--- src/rtl/cmp_sequencer.sv ---
// cmp_sequencer
//   Drives a registered compare unit through the EQ, GT and LT functions for one
//   operand pair, decodes the three registered result codes into relation flags and
//   hands a single response back to the requester.
//
// Ports
//   clk, rst             rising-edge clock, synchronous active-high reset
//   req_valid/req_ready  request handshake; req_a/req_b are unsigned operands
//   res_valid/res_ready  response handshake; res_eq/res_gt/res_lt relation flags,
//                        res_err protocol or consistency fault for this request
//   cmp_in1/cmp_in2      registered operands to the compare unit
//   cmp_fun/cmp_en       registered function select / enable to the compare unit
//   cmp_out/cmp_flag     registered result code and result-valid from the compare unit
//   state_dbg            current FSM state, for observation only
//
// Handshake semantics: a transfer happens on a rising edge where valid and ready are
// both high. The producer holds its payload stable while valid is high and ready is
// low; ready never depends combinationally on valid.

module cmp_sequencer #(
    parameter int DATA_WIDTH = 8
) (
    input  logic                  clk,
    input  logic                  rst,
    input  logic                  req_valid,
    output logic                  req_ready,
    input  logic [DATA_WIDTH-1:0] req_a,
    input  logic [DATA_WIDTH-1:0] req_b,
    output logic                  res_valid,
    input  logic                  res_ready,
    output logic                  res_eq,
    output logic                  res_gt,
    output logic                  res_lt,
    output logic                  res_err,
    output logic [DATA_WIDTH-1:0] cmp_in1,
    output logic [DATA_WIDTH-1:0] cmp_in2,
    output logic [1:0]            cmp_fun,
    output logic                  cmp_en,
    input  logic [DATA_WIDTH-1:0] cmp_out,
    input  logic                  cmp_flag,
    output logic [2:0]            state_dbg
);

    typedef enum logic [2:0] {
        IDLE    = 3'd0,
        S_EQ    = 3'd1,
        S_GT    = 3'd2,
        S_LT    = 3'd3,
        S_DRAIN = 3'd4,
        S_RESP  = 3'd5
    } state_t;

    state_t                state_q, state_n;
    logic [DATA_WIDTH-1:0] in1_n, in2_n;
    logic [1:0]            fun_n;
    logic                  en_n;
    logic                  eq_n, gt_n, lt_n, err_n;
    logic                  rvalid_n;

    // Result decode for whichever function's result is on cmp_out this cycle.
    logic [1:0]            exp_code;
    logic                  cap_hit;
    logic                  cap_bad;

    assign req_ready = (state_q == IDLE);
    assign state_dbg = state_q;

    // The unit registers its result, so the code seen in S_GT belongs to the EQ
    // issue, S_LT to GT and S_DRAIN to LT.
    always_comb begin
        exp_code = 2'd0;
        case (state_q)
            S_GT:    exp_code = 2'd1;
            S_LT:    exp_code = 2'd2;
            S_DRAIN: exp_code = 2'd3;
            default: exp_code = 2'd0;
        endcase
        cap_hit = cmp_flag && (cmp_out == DATA_WIDTH'(exp_code));
        cap_bad = !cmp_flag ||
                  ((cmp_out != '0) && (cmp_out != DATA_WIDTH'(exp_code)));
    end

    always_comb begin
        state_n  = state_q;
        in1_n    = cmp_in1;
        in2_n    = cmp_in2;
        fun_n    = cmp_fun;
        en_n     = cmp_en;
        eq_n     = res_eq;
        gt_n     = res_gt;
        lt_n     = res_lt;
        err_n    = res_err;
        rvalid_n = res_valid;

        case (state_q)
            IDLE: begin
                if (req_valid) begin
                    in1_n   = req_a;
                    in2_n   = req_b;
                    fun_n   = 2'b01;
                    en_n    = 1'b1;
                    eq_n    = 1'b0;
                    gt_n    = 1'b0;
                    lt_n    = 1'b0;
                    err_n   = 1'b0;
                    state_n = S_EQ;
                end
            end
            S_EQ: begin
                fun_n   = 2'b10;
                state_n = S_GT;
            end
            S_GT: begin
                eq_n    = cap_hit;
                err_n   = res_err | cap_bad;
                fun_n   = 2'b11;
                state_n = S_LT;
            end
            S_LT: begin
                gt_n    = cap_hit;
                err_n   = res_err | cap_bad;
                en_n    = 1'b0;
                fun_n   = 2'b00;
                state_n = S_DRAIN;
            end
            S_DRAIN: begin
                lt_n     = cap_hit;
                // Exactly one relation must hold; flags are still reported as seen.
                err_n    = res_err | cap_bad |
                           (({1'b0, res_eq} + {1'b0, res_gt} + {1'b0, cap_hit}) != 2'd1);
                rvalid_n = 1'b1;
                state_n  = S_RESP;
            end
            S_RESP: begin
                // No acceptance here: a new request waits for IDLE.
                if (res_ready) begin
                    rvalid_n = 1'b0;
                    state_n  = IDLE;
                end
            end
            default: begin
                state_n = IDLE;
            end
        endcase
    end

    always_ff @(posedge clk) begin
        if (rst) begin
            state_q   <= IDLE;
            cmp_in1   <= '0;
            cmp_in2   <= '0;
            cmp_fun   <= 2'b00;
            cmp_en    <= 1'b0;
            res_eq    <= 1'b0;
            res_gt    <= 1'b0;
            res_lt    <= 1'b0;
            res_err   <= 1'b0;
            res_valid <= 1'b0;
        end else begin
            state_q   <= state_n;
            cmp_in1   <= in1_n;
            cmp_in2   <= in2_n;
            cmp_fun   <= fun_n;
            cmp_en    <= en_n;
            res_eq    <= eq_n;
            res_gt    <= gt_n;
            res_lt    <= lt_n;
            res_err   <= err_n;
            res_valid <= rvalid_n;
        end
    end

endmodule

--- config.mk ---
export PLATFORM = sky130hd
export DESIGN_NAME = cmp_sequencer
export DESIGN_NICKNAME = d
export VERILOG_FILES = /design/src/rtl/cmp_sequencer.sv
export SDC_FILE = /design/constraint.sdc
export NUM_CORES = 1
export LEC_CHECK = 0
export CAP_MARGIN = 20
export CORE_MARGIN = 10
export CORE_UTILIZATION = 40
export CTS_BUF_LIST = sky130_fd_sc_hd__clkbuf_4
export CTS_CLUSTER_DIAMETER = 30
export CTS_CLUSTER_SIZE = 10
export DETAILED_ROUTE_END_ITERATION = 7
export DONT_BUFFER_PORTS = 1
export GPL_TIMING_DRIVEN = 1
export PLACE_DENSITY = 0.51
export SLEW_MARGIN = 20
export SYNTH_ARGS = -nofsm -noshare
export SYNTH_HDL_FRONTEND = slang
export SYNTH_SLANG_ARGS = --single-unit
export TNS_END_PERCENT = 1
--- constraint.sdc ---
create_clock -name clk -period 3.3 [get_ports clk]
set_input_delay 0.825 -clock clk [delete_from_list [all_inputs] [get_ports clk]]
set_output_delay 0.825 -clock clk [all_outputs]
set_load 0.02 [all_outputs]
; ---- Yosys cells after proc, flatten, opt, wreduce, memory -nomap -nowiden
; Index checks and enable logic that the tools add are counted.
; Widths: inputs -> output; s select.
[word_totals]
output_inout_bits = 28
ff_bits = 27
inputBits = 29
wordCells = 60
[classes]
bitwise = 2
addsub = 2
reduce_logical = 21
muxes = 15
n_eq_ne = 10
[ops]
columns = op, count
row1 = $pmux 3 s6, 1
row2 = $reduce_and 2->1, 8
row3 = $pmux 1 s2, 5
row4 = $eq 8x2->1, 1
row5 = $ne 8x2->1, 1
row6 = $pmux 2 s4, 1
row7 = $reduce_bool 2->1, 4
row8 = $reduce_bool 8->1, 1
row9 = $eq 3x2->1 const B, 2
row10 = $eq 3x3->1 const B, 2
row11 = $mux 3, 2
row12 = $pmux 2 s3, 1
row13 = $ne 2x2->1 const B, 2
row14 = $reduce_bool 4->1, 1
row15 = $eq 3x1->1 const B, 1
row16 = $logic_not 3->1, 1
row17 = $mux 1, 3
row18 = $pmux 1 s3, 1
row19 = $reduce_bool 3->1, 1
row20 = $add 1x1->2, 1
row21 = $add 2x1->2, 1
row22 = $logic_and 1x1->1, 2
row23 = $mux 2, 1
row24 = $ne 2x1->1 const B, 1
row25 = 4 further kinds, 5

; ---- Logic depth before layout (Yosys ltp)
[logic_depth]
ltp_word = 8
ltp_mapped = 9
mapped_depth_nobuf = 8

; ---- Worst setup path before layout
; OpenSTA, ideal clock, no wires.
[synth_timing]
path_type = input-to-reg
start = input cmp_out[4]
end = register res_err
n_path_buf = 0
setup_ps = 61
t_arrival_ps = 2686
required_ps = 3239
stages = 8
slack_ps = 553
cell_sequence = or4b_4 -> nor4_4 -> o21ai_0 -> nor2_1 -> fa_1 -> nor3b_1 -> o211ai_1 -> o221a_1
[synth_via]
elab_chain_len = 6
elab_cells_between_ends = 11
cone_classes = add/sub: 1 / eq/ne: 3 / mux: 1 / bitwise: 2 / reduce/logical: 4
[synth_lines]
columns = element, line
row1 = start: declaration, 39  ; input logic [DATA_WIDTH-1:0] cmp_out,
row2 = "$eq 8x2->1, or another cell as far along", 78  ; cap_hit = cmp_flag && (cmp_out == DATA_WIDTH'(exp_code));
row3 = "$logic_and 1x1->1, on equally long branches", "78, 80"
row4 = $add 2x1->2 / $logic_or 1x1->1 (equally long branches), "130, 79"
row5 = $ne 2x1->1 / $or 1x1->1 (equally long branches), --
row6 = $or 1x1->1, 129  ; err_n = res_err | cap_bad |
row7 = $pmux 1 s3 (*), 95  ; case (state_q)
row8 = end signal: assignment, 168  ; res_err <= err_n;
row9 = end: declaration, 34  ; output logic res_err,
; Every way passes the cells marked *; elsewhere a longest branch is shown, timed or not.
; A chain may end at the register's enable or synchronous reset.

; ---- Final worst setup path
[layout_timing]
start = register state_q[1] (netlist: state_dbg[1])
end = register res_err
[layout_via]
elab_chain_len = 8
elab_cells_between_ends = 19
cone_classes = add/sub: 1 / eq/ne: 7 / mux: 2 / bitwise: 2 / reduce/logical: 7
[layout_lines]
columns = element, line
row1 = start: declaration, 53  ; state_t state_q, state_n;
row2 = start signal: assignment, 160  ; state_q <= state_n;
row3 = $eq 3x3->1 / $eq 3x2->1 (equally long branches), "72, 95"
row4 = $pmux 2 s3, 72  ; case (state_q)
row5 = $eq 8x2->1 / $ne 8x2->1 (equally long branches), "78, 80"
row6 = "$logic_and 1x1->1, on equally long branches", "78, 80"
row7 = $add 2x1->2 / $logic_or 1x1->1 (equally long branches), "130, 79"
row8 = $ne 2x1->1 / $or 1x1->1 (equally long branches), --
row9 = $or 1x1->1, 129
row10 = $pmux 1 s3, 95
; Several ways; a longest one is shown, not always the timed one.

==> metrics.cfg <==
[final_layout]
design_area_um2 = 1290
area_delta_synth_final_pct = 3.83
multi_input_area_um2 = 638
fill_cells = 330
diodes = 0
fin_nets = 184
drive_above_1_share_pct = 6.54
register_area_um2 = 541

[synth]
synth_most_common_cell = nand2_1
synth.area.top_cells = dfxtp_1 44%, nand2_1 12%, a21oi_1 9.3%
yosysTopAreaCellShare_pct = 43.6
seq_area_frac_synth_pct = 43.6
synth_common_cells = 38 x nand2_1, 27 x dfxtp_1, 23 x a21oi_1
syn_nets = 187
ys_ff_latch = 27
avgSynthCellArea_um2 = 7.90
synth_ff_type = dfxtp_1
syn-instance-count = 157
syn_area_um2 = 1240
async_flop_share_pct = 0
synth_edf_count = 0
yosys_warnings = 0
yosysTopAreaCell = dfxtp_1
ys_types = 33

[die]
core_region_area_um2 = 3000
die_h_um = 75.7
placementRows = 20
ios = 57
die_w_um = 75.7
initial_core_util_pct = 41.3
die_area_um2 = 5730

[timing]
fmax_mhz = 372
fin_setup_tns_ns = 0
finalMaxSlewViolations = 0
rsz0062_at_grt = no
period_needed_ns = 2.69
tightest_slew_ns = 0.908
max-slew-margin-rel_pct = 39.2
hold_slack_ns = 0.545
finalHoldViolations = 0
finalSetupViolCount = 0
timing.final.crit_share_pct = 81.4
fin_worst_skew_ns = 0.00717

[routing]
drc_errors = 0
wl_per_cell_um = 17.7
ant_nets = 0
via_per_inst = 5.62
drt-pass1-iter-count = 4
drt-initial-drc-count = 79
via_count = 1045
wirelength_um = 3290

[run_status]
status = complete, no violations

[cts]
cts_tree = yes
clock-root-buffer = clkbuf_4
htree_levels = 1
path_clk_slew_ns = 0.14
post_cts_resize_count = 0
clockBufferDepth = 2
cts.sinks = 27
cts_hold_buffers = 0
post_cts.repair.setup_buffers = 0
clkLatencyLatePin_ns = 0.32
cts_made_buffers = 3

[power]
irDropWorstVdd_uv = 314
pwr-share-seq_pct = 58.3
p_clk_share_pct = 19.9
cellInternalPower_mw = 0.480
p_switching_mw = 0.274
switching_share_pct = 36.4
p_leak_nw = 0.475
finalPower_mw = 0.754
power.share.combinational_pct = 21.8
p_per_area_nw_per_um2 = 585

[critical_path]
critPathArrivalTime_ns = 2.92
worstPathMaxFanout = 12
cp.required_ns = 3.53
r2r_slack_ns = 0.61
cp_slowest_cell = dfxtp_1
start_kind = flop
cp-end-kind = flop
critical_path.max_stage_delay_ns = 0.70
cp_cell_sequence = nor2b_1 -> o21bai_1 -> xnor2_1 -> nor2_1 -> fa_1 -> nor3b_1 -> o211ai_1 -> o221a_1
worst-setup-path-type = reg -> reg

[grt]
grt_max_degree = 26
grt_pass1_wl_um = 4930
grt_antenna_before_repair = 0
grt_pass1_vias = 1026
track_usage_pct = 11.1
grt_overflow = 0

[place]
gp_congestion = 0.781
place_hpwl_um = 2480
placed_area_um2 = 1260
port_buffers = 0

[job]
drv_cap = 0

[min_path]
hp-class = in -> reg

power by group through the flow:
stage                     clock (mW)  sequential (mW)  combinational, mW
after floorplan                    0            0.432              0.147
after global placement             0            0.449              0.162
after detailed placement           0            0.449              0.165
after CTS                      0.158            0.442              0.166
after global routing           0.171            0.447              0.188
final                          0.150            0.440              0.164
cell families after synthesis:
group | share of synthesized area (%)
XOR/XNOR | 1.41
buffers and inverters | 4.94
AO/OA/AOI/OAI | 20.5
AND/OR/NAND/NOR | 28.0
flip-flops | 43.6
adder cells (fa/ha/maj) | 1.61
layout make-up:
type	count	area share, %
Tap cell	33	3.21
Sequential cell	27	42.0
Inverter	4	1.17
Multi-Input combinational cell	115	49.6
Timing Repair Buffer	3	1.75
Clock buffer	4	2.33
through the flow:
| stage | cells | setup WS (ns) | utilization, % |
|---|---|---|---|
| final | 186 | 0.612 | 42.9 |
| after global placement | 182 | 0.477 | 41.9 |
| after floorplan | 157 | 0.553 | - |
| after global routing | 186 | 0.366 | 42.9 |
| after detailed placement | 182 | 0.349 | 41.9 |
| after CTS | 186 | 0.628 | 42.9 |
final timing paths:
check,cells past startpoint,start,endpoint
setup / recovery,8,state_dbg[1],res_err
hold / removal,1,rst,cmp_in1[4]
setup reg to reg,8,state_dbg[1],res_err
hold reg to reg,2,cmp_in1[7],cmp_in1[7]
cells in the final DEF, fill, tap and decap left out, drive strengths merged:
cell     Yosys  layout
fa           1       1
o211a        1       1
nor3         4       4
nor2b        2       2
xnor2        2       2
buf          8       3
o221a        1       1
a211oi       1       1
nand3b       1       1
a31oi        1       1
o211ai       3       3
o311ai       1       1
nand3        1       1
nand2       38      38
dfxtp       27      27
o21ai        7       7
clkbuf       3       4
o2111ai      1       1
nand2b       3       3
nand4        1       1
nor3b        2       2
o21a         1       1
and3         1       1
or4b         1       1
a21oi       23      23
o21bai       2       2
nor4         1       1
nor2        12      12
inv          4       4
o22ai        1       1
nor4b        1       1
and3b        1       1
registers in the layout, indices dropped and copies added (netlist names):
signal / cells
state_dbg: 3
cmp_in1: 8
cmp_in2: 8
res_lt: 1
res_err: 1
res_eq: 1
res_gt: 1
cmp_en: 1
res_valid: 1
cmp_fun: 2
metal layers:
layer  GRT usage (%)  wire length [um]  up-vias
met2            17.1              1460       44
met5               0                 0        -
met3            5.86               433        2
met4            1.86                18        0
li1                -                 -      530
met1            13.5              1370      469
worst max-delay path: cells and delay by family, from the launching register on:
family                   cells  cell delay [ns]
flip-flops                   1             0.70
XOR/XNOR                     1             0.30
AND/OR/NAND/NOR              3             0.61
AO/OA/AOI/OAI                3             0.50
adder cells (fa/ha/maj)      1             0.49
Note: power is estimated with default switching activity, not from simulation.
==> variant 1 (same flow settings) <==
The parameter `DATA_WIDTH` goes from 8 to 6.
--- a/src/rtl/cmp_sequencer.sv
+++ b/src/rtl/cmp_sequencer.sv
@@ -18,7 +18,7 @@
 // low; ready never depends combinationally on valid.
 
 module cmp_sequencer #(
-    parameter int DATA_WIDTH = 8
+    parameter int DATA_WIDTH = 6
 ) (
     input  logic                  clk,
     input  logic                  rst,
Ports: changed (5 resized); port bits go from 57 to 47. No check against the original RTL was run, so the function may have changed too.
==> variant 1 against the unedited design <==
Sequential power shrank 20%; count of clock-buffer cells in the layout fell by 1; worst hold slack gained 0.0070 ns; cell area is 13% lower; via count down 13%; synthesized cell count fell by 16%; sequential cell count is 4 lower; core utilization grew 1.8 points; routed wire length decreased by 16%; power down 23%; synthesized area fell by 14%; first-iteration DRC count fell by 46%; setup slack better by 0.077 ns.
==> variant 1: results (changes against the unedited design) <==
stage	metric	value	unit	change
cts	Post-CTS Resized	0		unchanged
cts	post-CTS setup buffer count	0		unchanged
detailed_routing	WL met1	1.12	mm	-18%
power_and_ir_drop	Max IR drop VDD	0.251	mV	-20%
detailed_routing	top sig layer	met4		
power_and_ir_drop	static leakage	0.409	nW	-14%
layout	final net count	155		-16%
timing	Max transition margin	46.2	%	+6.9 points
detailed_routing	DRT Pass-1 Iters	6		+2
place	IO buf count	0		unchanged
cts	clock root buffer master	clkbuf_4		
place	placed wire-length estimate	2.10	mm	-15%
place	Place WS	0.435	ns	+0.0861 ns
setup_path	Max stage delay on crit path	0.64	ns	-0.06 ns
yosys	Synth Warn #	0		unchanged
detailed_routing	Routed WL	2.76	mm	-16%
timing	Fin Clk Skew	0.0148	ns	+0.00759 ns
global_route	pin count of the biggest net entering global routing	25		-3.8%
hold_path	Hold Path Class	in -> reg		
setup_path	cell family with most CP delay	compound AO/OA/AOI/OAI gates		
global_route	vias in the first global route	943		-8.1%
global_route	first-pass GRT wire length	4.57	mm	-7.3%
yosys	ranking of synthesized cells by area	dfxtp_1 (43%), nand2_1 (12%), a21oi_1 (9.9%)		
cts	H-tree levels	1		unchanged
layout	share of layout cells above drive strength 1	8.46	%	+1.9 points
detailed_routing	routed wl met3	333	um	-23%
place	DP Area	0.00109	mm2	-13%
detailed_routing	Starting DRT DRC Count	43		-46%
yosys	synth cell count leaders	nand2_1 (33), dfxtp_1 (23), a21oi_1 (21)		
place	routability congestion estimate	0.733		-6.2%
yosys	Netlist cell types	34		+3.0%
yosys	Avg Inst Size Synth	8.07	um2	+2.1%
detailed_routing	Vias	904		-13%
status	outcome	complete, no violations		
global_route	GRT Total Usage	10.9	%	-0.23 points
yosys	post-synthesis sequential area ratio	43.2	%	-0.35 points
setup_path	Slowest cell on crit path	dfxtp_1		
detailed_routing	routed len/inst	17.3	um	-2.3%
setup_path	Max FO, Critical Path	10		-2
detailed_routing	met2 routed WL	1.29	mm	-12%
cts	clk slew on worst S/H paths	0.14	ns	about the same
cts	clock insertion delay at the later pin of the skew report	0.32	ns	about the same
setup_path	R2R depth	10		+2
variant 1: power breakdown:
part	switching [mW]	internal [mW]
sequential	0.0523	0.301
clock	0.0873	0.0454
combinational	0.0571	0.0378
total	0.197	0.384
variant 1: logic make-up (layout without fill, tap and decap cells):
family | after synthesis | in the layout | share of synthesized area, %
AO/OA/AOI/OAI | 37 | 37 | 23.4
XOR/XNOR | 1 | 1 | 0.823
flip-flops | 23 | 23 | 43.2
AND/OR/NAND/NOR | 57 | 57 | 25.9
adder cells (fa/ha/maj) | 1 | 1 | 1.88
buffers and inverters | 13 | 11 | 4.82
variant 1: area by class of cell:
cell class / instances / area (um2)
repair buffers: 3 / 22.5
well taps: 30 / 37.5
clock buffers: 3 / 22.5
inverters: 4 / 15.0
fillers: 262 / 1380
clock inverters: 1 / 5.00
flip-flops and latches: 23 / 460
multi-input cells: 96 / 553
variant 1: worst paths after layout:
kind                            slack (ns)          from    endpoint
worst max register to register        0.69  state_dbg[1]     res_err
worst min-delay path                  0.55           rst     res_err
worst min register to register        0.56    cmp_in2[1]  cmp_in2[1]
worst max-delay path                  0.69  state_dbg[1]     res_err
variant 1: worst register-to-register path, delay by kind of cell, from the launching register on:
| kind | cells | cell delay [ns] |
|---|---|---|
| DFF | 1 | 0.64 |
| AOI/OAI and AO/OA | 5 | 0.81 |
| and+or+nand+nor | 2 | 0.33 |
| buffers and inverters | 2 | 0.33 |
| adders and majority gates | 1 | 0.44 |
variant 1: routing by layer:
layer	GRT usage, %	vias up
met5	0	-
met4	4.52	0
met3	6.20	2
met2	17.5	28
met1	11.4	420
li1	-	454
==> variant 2 (same settings) <==
Without the edit above. Put one more register stage on the output `state_dbg`, without a reset. The value now appears one clock later. The other outputs are not delayed to match.
--- a/src/rtl/cmp_sequencer.sv
+++ b/src/rtl/cmp_sequencer.sv
@@ -63,7 +63,9 @@
     logic                  cap_bad;
 
     assign req_ready = (state_q == IDLE);
-    assign state_dbg = state_q;
+    always_ff @(posedge clk) begin
+        state_dbg <= state_q;
+    end
 
     // The unit registers its result, so the code seen in S_GT belongs to the EQ
     // issue, S_LT to GT and S_DRAIN to LT.
Check against the original RTL: not equivalent (Yosys sat finds a counterexample within 4 cycles, from zero or initial values and one cycle with rst high).
==> variant 2 against the unedited design <==
Sequential share of layout area grew 1.4 points; core utilization increased by 2.1 points; cell area increased by 7.6%; sequential cell count rose by 3; clock power is 41% higher; via count increased by 5.5%; power rose by 14%; setup slack worse by 0.046 ns; synthesized area increased by 4.8%; sequential power rose by 9.5%; count of clock-buffer cells in the layout grew 2; routed wire length increased by 1.7%; critical path type unchanged; highest routed layer unchanged.
==> variant 2: results (changes against the unedited design) <==
stage	metric	value	unit	change
status	outcome	complete, no violations		
power_and_ir_drop	Max IR drop VDD	0.217	mV	-31%
place	routability congestion estimate	0.812		+3.9%
cts	Post-CTS Resized	0		unchanged
setup_path	worst r2r dst	res_err		
cts	H-tree levels	2		+1
cts	clk slew on worst S/H paths	0.10	ns	-0.04 ns
timing	period utilization	82.8	%	+1.4 points
yosys	synth cell count leaders	nand2_1 (38), dfxtp_1 (30), a21oi_1 (23)		
global_route	initial antenna violation count	0		unchanged
place	placed wire-length estimate	2.44	mm	-1.6%
detailed_routing	routed len/inst	16.4	um	-7.3%
global_route	first-pass GRT wire length	5.66	mm	+15%
layout	final instance area	0.00139	mm2	+7.6%
cts	clock root buffer master	clkbuf_4		
place	Place WS	0.435	ns	+0.0855 ns
setup_path	worst setup path startpoint	state_q[2]		
setup_path	worst path arrival time	2.96	ns	+0.04 ns
cts	post-CTS setup buffer count	0		unchanged
setup_path	CP endpoint kind	register		
detailed_routing	Vias	1102		+5.5%
power_and_ir_drop	Pwr Total	0.861	mW	+14%
timing	Worst Max-Slew Pin Slew	0.773	ns	-0.135 ns
yosys	ranking of synthesized cells by area	dfxtp_1 (46%), nand2_1 (11%), a21oi_1 (8.9%)		
cts	clock insertion delay at the later pin of the skew report	0.33	ns	
layout	share of layout cells above drive strength 1	8.13	%	+1.6 points
global_route	pin count of the biggest net entering global routing	26		unchanged
detailed_routing	Starting DRT DRC Count	50		-37%
setup_path	Max FO, Critical Path	18		+6
yosys	Main synth FF type	dfxtp_1		
place	IO buf count	0		unchanged
cts	CTS Buffer Depth	2		unchanged
yosys	asr flop ratio synth	0	%	unchanged
timing	Fin Clk Skew	0.0130	ns	+0.00584 ns
cts	TritonCTS Buffers	5		+2
detailed_routing	DRT Pass-1 Iters	4		unchanged
global_route	GRT Total Usage	11.5	%	+0.43 points
yosys	Syn Inst Count	160		+1.9%
layout	Antenna diodes	0		unchanged
floorplanning	row count	20		unchanged
layout	Top Registers	cmp_in1 (8), cmp_in2 (8)		
power_and_ir_drop	Power Internal	0.556	mW	+16%
hold_path	Hold Path Class	in -> reg		
yosys	Synth Warn #	0		unchanged
power_and_ir_drop	sequential share of power	56.0	%	-2.3 points
setup_path	R2R depth	8		unchanged
place	DP Area	0.00133	mm2	+5.9%
layout	Fillers	331		+0.30%
yosys	Netlist cell types	33		unchanged
setup_path	flop2flop setup slack	0.57	ns	-0.05 ns
yosys	post-synthesis sequential area ratio	46.2	%	+2.6 points
global_route	total grt overflow	0		unchanged
layout	final net count	189		+2.7%
power_and_ir_drop	static leakage	0.514	nW	+8.2%
power_and_ir_drop	Comb power frac	19.4	%	-2.4 points
layout	Finished Layout Cells	204		+9.7%
timing	final slew viol count	0		unchanged
-- variant 2: cell families (layout without fill, tap and decap cells) --
| logic type | count (synthesis) | in the layout | share of synthesized area [%] |
|---|---|---|---|
| AOI/OAI and AO/OA | 43 | 43 | 19.5 |
| xor gates and xnor gates | 2 | 2 | 1.35 |
| adders and majority gates | 1 | 1 | 1.54 |
| buffers and inverters | 15 | 15 | 4.72 |
| DFF | 30 | 30 | 46.2 |
| and+or+nand+nor | 69 | 69 | 26.7 |
-- variant 2: final cells by class --
cell class / instances / area share [%]
Clock buffer: 6 / 3.25
Inverter: 4 / 1.08
Clock inverter: 2 / 0.632
Multi-Input combinational cell: 115 / 46.1
Sequential cell: 30 / 43.4
Timing Repair Buffer: 3 / 1.63
Tap cell: 44 / 3.97
-- variant 2: how the worst min path moves through the flow --
stage / startpoint / end / slack, ns / cells after the start
after floorplan: state_q[0] / state_dbg[0] / 0.33 / 0
after global placement: cmp_in2[7] / cmp_in2[7] / 0.54 / 2
after detailed placement: cmp_in2[7] / cmp_in2[7] / 0.55 / 2
after CTS: rst / cmp_in1[5] / 0.54 / 1
after global routing: rst / cmp_in1[2] / 0.53 / 1
final: rst / cmp_in1[1] / 0.55 / 1
-- variant 2: layer usage --
metal  part of all wire (%)  track usage, %
met2                     44            17.9
met3                     13            7.58
met4                    1.5            4.56
met1                     41            12.1
met5                      0               0
-- variant 2: critical path, cell delays in order (launching register included) --
cell,delay [ns]
dfxtp_1,0.71
nor3b_1,0.49
nor3_1,0.14
o21ai_0,0.17
nor2_1,0.07
fa_1,0.49
nor3b_1,0.21
o211ai_1,0.11
o221a_1,0.26
